### src/rtl/cpu_pkg.sv
`default_nettype none
// +----------------------------------------------------------------------------+
// | cpu_pkg : opcodes, sequencer state encoding and strobe bundle              |
// | Rev 1.0                                                                    |
// +----------------------------------------------------------------------------+
package cpu_pkg;

    localparam logic [2:0] OP_HLT  = 3'd0;
    localparam logic [2:0] OP_SKZ  = 3'd1;
    localparam logic [2:0] OP_ADD  = 3'd2;
    localparam logic [2:0] OP_ANDD = 3'd3;
    localparam logic [2:0] OP_XORR = 3'd4;
    localparam logic [2:0] OP_LDA  = 3'd5;
    localparam logic [2:0] OP_STO  = 3'd6;
    localparam logic [2:0] OP_JMP  = 3'd7;

    typedef enum logic [3:0] {
        ST_IDLE   = 4'd0,
        ST_S0     = 4'd1,
        ST_S1     = 4'd2,
        ST_S2     = 4'd3,
        ST_S3     = 4'd4,
        ST_S4     = 4'd5,
        ST_S5     = 4'd6,
        ST_S6     = 4'd7,
        ST_S7     = 4'd8,
        ST_HALTED = 4'd9
    } state_t;

    typedef struct packed {
        logic fetch;
        logic rd;
        logic wr;
        logic load_ir;
        logic inc_pc;
        logic load_pc;
        logic load_acc;
        logic alu_ena;
        logic datactl_ena;
        logic halt;
    } strobe_t;

endpackage : cpu_pkg
`default_nettype wire

### src/rtl/cpu_seq_ctrl_if.sv
`default_nettype none
// +----------------------------------------------------------------------------+
// | cpu_seq_ctrl_if : sequencer <-> datapath control bundle                    |
// | CPU_SEQ_STEP_EN adds the single-step input.                                |
// | Rev 1.0                                                                    |
// +----------------------------------------------------------------------------+
interface cpu_seq_ctrl_if #(
    parameter int OPC_W  = 3,
    parameter int ICNT_W = 16
);
    logic              ena;
    logic [OPC_W-1:0]  opcode;
    logic              zero;
`ifdef CPU_SEQ_STEP_EN
    logic              step;
`endif
    logic              fetch;
    logic              rd;
    logic              wr;
    logic              load_ir;
    logic              inc_pc;
    logic              load_pc;
    logic              load_acc;
    logic              alu_ena;
    logic              datactl_ena;
    logic              halt;
    logic [ICNT_W-1:0] icount;

    modport master (
`ifdef CPU_SEQ_STEP_EN
        input  step,
`endif
        input  ena, opcode, zero,
        output fetch, rd, wr, load_ir, inc_pc, load_pc, load_acc,
        output alu_ena, datactl_ena, halt, icount
    );

    modport slave (
`ifdef CPU_SEQ_STEP_EN
        output step,
`endif
        output ena, opcode, zero,
        input  fetch, rd, wr, load_ir, inc_pc, load_pc, load_acc,
        input  alu_ena, datactl_ena, halt, icount
    );
endinterface : cpu_seq_ctrl_if
`default_nettype wire

### src/rtl/cpu_seq_decode.sv
`default_nettype none
// +----------------------------------------------------------------------------+
// | cpu_seq_decode : combinational strobe table (next state, opcode, zero)     |
// | Rev 1.0                                                                    |
// +----------------------------------------------------------------------------+
module cpu_seq_decode
    import cpu_pkg::*;
#(
    parameter int OPC_W = 3
) (
    input  state_t           state_nxt,
    input  logic [OPC_W-1:0] opcode,
    input  logic             zero,
    output strobe_t          strobes
);
    logic is_alu;
    logic is_skz;
    logic is_sto;
    logic is_jmp;
    logic is_legal;

    // Unknown opcode bits make every compare false, so X decodes as a no-op.
    always_comb begin
        is_skz   = (opcode == OPC_W'(OP_SKZ));
        is_sto   = (opcode == OPC_W'(OP_STO));
        is_jmp   = (opcode == OPC_W'(OP_JMP));
        is_alu   = (opcode == OPC_W'(OP_ADD))  || (opcode == OPC_W'(OP_ANDD)) ||
                   (opcode == OPC_W'(OP_XORR)) || (opcode == OPC_W'(OP_LDA));
        is_legal = is_alu || is_skz || is_sto || is_jmp || (opcode == OPC_W'(OP_HLT));
    end

    always_comb begin
        strobes = '0;
        case (state_nxt)
            ST_S0: begin
                strobes.fetch   = 1'b1;
                strobes.rd      = 1'b1;
                strobes.load_ir = 1'b1;
            end
            ST_S1: begin
                strobes.fetch   = 1'b1;
                strobes.rd      = 1'b1;
                strobes.load_ir = 1'b1;
                strobes.inc_pc  = 1'b1;
            end
            ST_S2, ST_S3: strobes.fetch = 1'b1;
            ST_S4: begin
                if (is_alu) strobes.rd          = 1'b1;
                if (is_sto) strobes.datactl_ena = 1'b1;
                if (is_jmp) strobes.load_pc     = 1'b1;
            end
            ST_S5: begin
                if (is_legal) strobes.alu_ena = 1'b1;
                if (is_alu) begin
                    strobes.rd       = 1'b1;
                    strobes.load_acc = 1'b1;
                end
                if (is_sto) begin
                    strobes.wr          = 1'b1;
                    strobes.datactl_ena = 1'b1;
                end
                if (is_skz && zero) strobes.inc_pc = 1'b1;
            end
            ST_S6: begin
                if (is_alu) strobes.rd          = 1'b1;
                if (is_sto) strobes.datactl_ena = 1'b1;
            end
            ST_HALTED: strobes.halt = 1'b1;
            default: ;
        endcase
    end
endmodule : cpu_seq_decode
`default_nettype wire

### src/rtl/cpu_seq_ctrl.sv
`default_nettype none
// +----------------------------------------------------------------------------+
// | cpu_seq_ctrl : 8-cycle instruction sequencer with retired-instr counter    |
// | CPU_SEQ_STEP_EN enables single-stepping out of HALTED.                     |
// | Rev 1.0                                                                    |
// +----------------------------------------------------------------------------+
module cpu_seq_ctrl
    import cpu_pkg::*;
#(
    parameter int OPC_W  = 3,
    parameter int ICNT_W = 16
) (
    input  logic          clk,
    input  logic          rst,
    cpu_seq_ctrl_if.master bus
);
    state_t              state_q, state_d;
    strobe_t             strobe_q, strobe_d;
    logic [ICNT_W-1:0]   icount_q, icount_d;
`ifdef CPU_SEQ_STEP_EN
    logic                stepping_q, stepping_d;
`endif

    cpu_seq_decode #(.OPC_W(OPC_W)) u_decode (
        .state_nxt (state_d),
        .opcode    (bus.opcode),
        .zero      (bus.zero),
        .strobes   (strobe_d)
    );

    always_comb begin
        state_d  = state_q;
        icount_d = icount_q;
`ifdef CPU_SEQ_STEP_EN
        stepping_d = stepping_q;
`endif
        case (state_q)
            ST_IDLE: if (bus.ena) state_d = ST_S0;
            ST_S0:   state_d = ST_S1;
            ST_S1:   state_d = ST_S2;
            ST_S2:   state_d = ST_S3;
            ST_S3:   state_d = (bus.opcode == OPC_W'(OP_HLT)) ? ST_HALTED : ST_S4;
            ST_S4:   state_d = ST_S5;
            ST_S5:   state_d = ST_S6;
            ST_S6:   state_d = ST_S7;
            ST_S7: begin
                icount_d = (icount_q == '1) ? icount_q : icount_q + ICNT_W'(1);
                state_d  = bus.ena ? ST_S0 : ST_IDLE;
`ifdef CPU_SEQ_STEP_EN
                if (stepping_q) state_d = ST_HALTED;
`endif
            end
            ST_HALTED: begin
`ifdef CPU_SEQ_STEP_EN
                if (bus.step) begin
                    state_d    = ST_S0;
                    stepping_d = 1'b1;
                end
`endif
            end
            default: state_d = ST_IDLE;
        endcase
`ifdef CPU_SEQ_STEP_EN
        // Any arrival in HALTED (step completion or an executed HLT) ends the step.
        if (state_d == ST_HALTED) stepping_d = 1'b0;
`endif
    end

    always_ff @(posedge clk) begin
        if (!rst) begin
            state_q  <= ST_IDLE;
            strobe_q <= '0;
            icount_q <= '0;
`ifdef CPU_SEQ_STEP_EN
            stepping_q <= 1'b0;
`endif
        end else begin
            state_q  <= state_d;
            strobe_q <= strobe_d;
            icount_q <= icount_d;
`ifdef CPU_SEQ_STEP_EN
            stepping_q <= stepping_d;
`endif
        end
    end

    assign bus.fetch       = strobe_q.fetch;
    assign bus.rd          = strobe_q.rd;
    assign bus.wr          = strobe_q.wr;
    assign bus.load_ir     = strobe_q.load_ir;
    assign bus.inc_pc      = strobe_q.inc_pc;
    assign bus.load_pc     = strobe_q.load_pc;
    assign bus.load_acc    = strobe_q.load_acc;
    assign bus.alu_ena     = strobe_q.alu_ena;
    assign bus.datactl_ena = strobe_q.datactl_ena;
    assign bus.halt        = strobe_q.halt;
    assign bus.icount      = icount_q;
endmodule : cpu_seq_ctrl
`default_nettype wire

### src/flat_wrapper.sv
// flat-port wrapper written by rule: the top's interface ports become plain ports
module cpu_seq_ctrl_flat import cpu_pkg::*;
#(
    parameter int OPC_W  = 3,
    parameter int ICNT_W = 16
)
  (clk, rst, bus_ena, bus_opcode, bus_zero, bus_fetch, bus_rd, bus_wr, bus_load_ir, bus_inc_pc, bus_load_pc, bus_load_acc, bus_alu_ena, bus_datactl_ena, bus_halt, bus_icount);
  cpu_seq_ctrl_if #(.OPC_W(OPC_W), .ICNT_W(ICNT_W)) bus_i ();
  input  logic clk;
  input  logic rst;
  input wire logic [$bits(bus_i.ena)-1:0] bus_ena;
  input wire logic [$bits(bus_i.opcode)-1:0] bus_opcode;
  input wire logic [$bits(bus_i.zero)-1:0] bus_zero;
  output wire logic [$bits(bus_i.fetch)-1:0] bus_fetch;
  output wire logic [$bits(bus_i.rd)-1:0] bus_rd;
  output wire logic [$bits(bus_i.wr)-1:0] bus_wr;
  output wire logic [$bits(bus_i.load_ir)-1:0] bus_load_ir;
  output wire logic [$bits(bus_i.inc_pc)-1:0] bus_inc_pc;
  output wire logic [$bits(bus_i.load_pc)-1:0] bus_load_pc;
  output wire logic [$bits(bus_i.load_acc)-1:0] bus_load_acc;
  output wire logic [$bits(bus_i.alu_ena)-1:0] bus_alu_ena;
  output wire logic [$bits(bus_i.datactl_ena)-1:0] bus_datactl_ena;
  output wire logic [$bits(bus_i.halt)-1:0] bus_halt;
  output wire logic [$bits(bus_i.icount)-1:0] bus_icount;
  assign bus_i.ena = bus_ena;
  assign bus_i.opcode = bus_opcode;
  assign bus_i.zero = bus_zero;
  assign bus_fetch = bus_i.fetch;
  assign bus_rd = bus_i.rd;
  assign bus_wr = bus_i.wr;
  assign bus_load_ir = bus_i.load_ir;
  assign bus_inc_pc = bus_i.inc_pc;
  assign bus_load_pc = bus_i.load_pc;
  assign bus_load_acc = bus_i.load_acc;
  assign bus_alu_ena = bus_i.alu_ena;
  assign bus_datactl_ena = bus_i.datactl_ena;
  assign bus_halt = bus_i.halt;
  assign bus_icount = bus_i.icount;
  cpu_seq_ctrl #(.OPC_W(OPC_W), .ICNT_W(ICNT_W)) u_core (.clk(clk), .rst(rst), .bus(bus_i));
endmodule
### config.mk
export PLATFORM = sky130hd
export DESIGN_NAME = cpu_seq_ctrl_flat
export DESIGN_NICKNAME = d
export VERILOG_FILES = /design/src/rtl/cpu_pkg.sv /design/src/rtl/cpu_seq_ctrl_if.sv /design/src/rtl/cpu_seq_decode.sv /design/src/rtl/cpu_seq_ctrl.sv /design/src/flat_wrapper.sv
export SDC_FILE = /design/constraint.sdc
export NUM_CORES = 1
export LEC_CHECK = 0
export CAP_MARGIN = 40
export CELL_PAD_IN_SITES_DETAIL_PLACEMENT = 2
export CELL_PAD_IN_SITES_GLOBAL_PLACEMENT = 2
export CORE_ASPECT_RATIO = 1.25
export CORE_UTILIZATION = 29
export DETAILED_ROUTE_END_ITERATION = 12
export PLACE_DENSITY_LB_ADDON = 0.3
export SYNTH_ARGS = -nofsm -noshare
export SYNTH_HDL_FRONTEND = slang
export SYNTH_SLANG_ARGS = --single-unit
export TNS_END_PERCENT = 5
### constraint.sdc
create_clock -name clk -period 2 [get_ports clk]
set_clock_uncertainty 0.2 [all_clocks]
set_input_delay 0.5 -clock clk [delete_from_list [all_inputs] [get_ports clk]]
set_output_delay 0.5 -clock clk [all_outputs]
set_load 0.02 [all_outputs]
==> flow_metrics.tcl <==
set metrics [dict create \
    synth.most_common_cell "dfxtp_1" \
    antenna_found_initial 0 \
    rsz0062_at_grt "true" \
    synth_nets 166 \
    die_x_um 64.2 \
    cts_tree "built" \
    synthToLayoutAreaGrowth_pct 48.4 \
    synth.cell_area_um2 1400 \
    hpwl_um 3310 \
    finalSetupViolCount 0 \
    async_reset_ff_frac 0 \
    placed_area_um2 1930 \
    cp.required_ns 2.01 \
    cts_max_level 2 \
    yosys_warnings 0 \
    cts_num_sinks 30 \
    grt_pass1_vias 1561 \
    ir_drop_uv 314 \
    setup_ws_ns 0.0317 \
    leakage_nw 0.857 \
    reg2reg_slack_ns 0.08 \
    synth-edff-count 0 \
    drive_above_1_share 0.230 \
    synth_top_area_share 0.428 \
    wl_um 4770 \
    slew_viol_final 0 \
    clock_latency_ns 0.29 \
    antenna_left 0 \
    postCtsHoldBufs 0 \
    grt_usage 0.207 \
    arrival_ns 1.98 \
    synth_flop_cell "dfxtp_1" \
    avgSynthCellArea_um2 8.89 \
    netlist_top_cells_area "dfxtp_1 (43%), nand3_1 (4.3%), and2_1 (3.1%), nor3_1 (2.9%), o21ai_0 (2.9%)" \
    worstSetupStartpointType "input port" \
    num_antenna_cells 0 \
    die_h_um 79.8 \
    grt_pass1_wl_um 7890 \
    drt_pass1_iterations 4 \
    cts_buffers 5 \
    critPathMaxFanout 4 \
    ys_top_cells_by_count "dfxtp_1 (30), nand3_1 (12), nor2_1 (9)" \
    vias_per_cell 5.24 \
    drv_cap 0 \
    p_per_area_nw_per_um2 668 \
    ys_seq_elements 30 \
    fin_area_um2 2080 \
    worst_pin_slew_ns 0.426 \
    status "finished clean" \
    worstHoldPathType "register to register" \
    gp_congestion 0.824 \
    worst_setup_path_end_kind "register" \
    drt_iter0_markers 34 \
    grt_max_degree 22 \
    post-place-ws_ns -0.334 \
    cts_root_buf "clkbuf_8" \
    yosysTopAreaCell "dfxtp_1" \
    slew_headroom 0.714 \
    rows 27 \
    finalHoldViolCount 0 \
    synthCells 158 \
    wl_per_cell_um 17.6 \
    place_inst 263 \
    numPortBuffers 32 \
    period_share 0.984 \
    io-pin-count 33 \
    ys_types 42 \
    fin_hold_ws_ns 0.323 \
    crit_type "input port to register" \
    yosysSeqAreaShare 0.428 \
    ctsLongestPathBuffers 2 \
    fmax_ghz 0.508 \
    fin_crit_ns 1.97 \
    dieArea_um2 5120 \
    layoutNonFillerInstCount 271 \
    cts_setup_buffers 0 \
    clkTransAtPathRegs_ns 0.07 \
    via_count 1419 \
    finalNetCount 220 \
    core_area_um2 4530 \
    grt_overflow 0 \
    drcViolationCount 0 \
    postLayoutCoreUtil 0.460 \
    initial_utilization 0.310 \
]
-- area by class of cell --
type	count	area [um^2]
Clock buffer	8	110
Sequential cell	30	603
Fill cell	503	2440
Inverter	6	22.5
Timing Repair Buffer	53	462
Multi-Input combinational cell	116	813
Tap cell	58	72.6
-- sequential cells by signal, indices dropped and copies added (netlist names) --
signal                  flops
u_core.bus.rd               1
u_core.bus.wr               1
u_core.bus.halt             1
u_core.bus.load_acc         1
u_core.bus.alu_ena          1
u_core.bus.icount          16
u_core.bus.load_ir          1
u_core.state_q              4
u_core.bus.fetch            1
u_core.bus.datactl_ena      1
u_core.bus.inc_pc           1
u_core.bus.load_pc          1
-- path summary, 6_finish.rpt --
| kind | start | endpoint | cells past startpoint |
|---|---|---|---|
| worst min-delay path | u_core.bus.icount[15] | u_core.bus.icount[15] | 2 |
| worst max-delay path | bus_opcode[1] | u_core.bus.datactl_ena | 7 |
| worst min register to register | u_core.bus.icount[15] | u_core.bus.icount[15] | 2 |
| worst max register to register | u_core.bus.icount[0] | u_core.bus.icount[6] | 7 |
-- repair_timing --
action	4_1_cts	5_1_grt
endpoints found under the setup margin	20	19
pin swaps	0	5
gates resized for setup	18	12
-- power by group --
part	total, mW	internal, mW	leakage [nW]	switching [mW]
sequential	0.624	0.615	0.244	0.00903
clock	0.592	0.347	0.0575	0.244
combinational	0.176	0.0797	0.556	0.0966
total	1.39	1.04	0.857	0.350
-- routing by layer --
metal	wire [um]	track usage	share of wire	vias up
li1	-	-	-	679
met2	2670	0.401	0.56	26
met5	0	0	0	-
met3	140	0.0457	0.029	8
met4	90	0.0844	0.019	0
met1	1870	0.212	0.39	706
-- cells by family (layout without fill, tap and decap cells) --
| family | count (synthesis) | after routing | share of synthesized area |
|---|---|---|---|
| and+or+nand+nor | 77 | 77 | 0.340 |
| AOI/OAI and AO/OA | 29 | 29 | 0.128 |
| xor gates and xnor gates | 7 | 7 | 0.0437 |
| buffers and inverters | 12 | 67 | 0.0365 |
| muxes | 2 | 2 | 0.0143 |
| DFF | 30 | 30 | 0.428 |
| adders and majority gates | 1 | 1 | 0.00891 |
-- stage by stage --
step / power (mW) / setup TNS (ns)
after floorplan: 0.720 / 0
after global placement: 0.796 / -1.45
after detailed placement: 0.804 / -2.17
after CTS: 1.40 / 0
after global routing: 1.44 / -0.0558
final: 1.39 / 0
-- layout by cell type (no fill, tap or decap), types with 8 or more instances in the layout --
master | Yosys | final
buf_4 | 1 | 21
clkbuf_8 | 0 | 8
clkdlybuf4s50_1 | 0 | 16
dfxtp_1 | 30 | 28
dlygate4sd2_1 | 0 | 15
nand3_1 | 12 | 10
nor2_1 | 9 | 8
o21ai_0 | 8 | 8
-- critical path: stages --
cell and delay, ns:
clkdlybuf4s50_1 0.51, nor3_2 0.07, a211o_1 0.32, buf_4 0.17, nor2_2 0.15, nand3_2 0.11
nor3_2 0.15
No activity file was read; power rests on OpenSTA's default activity.
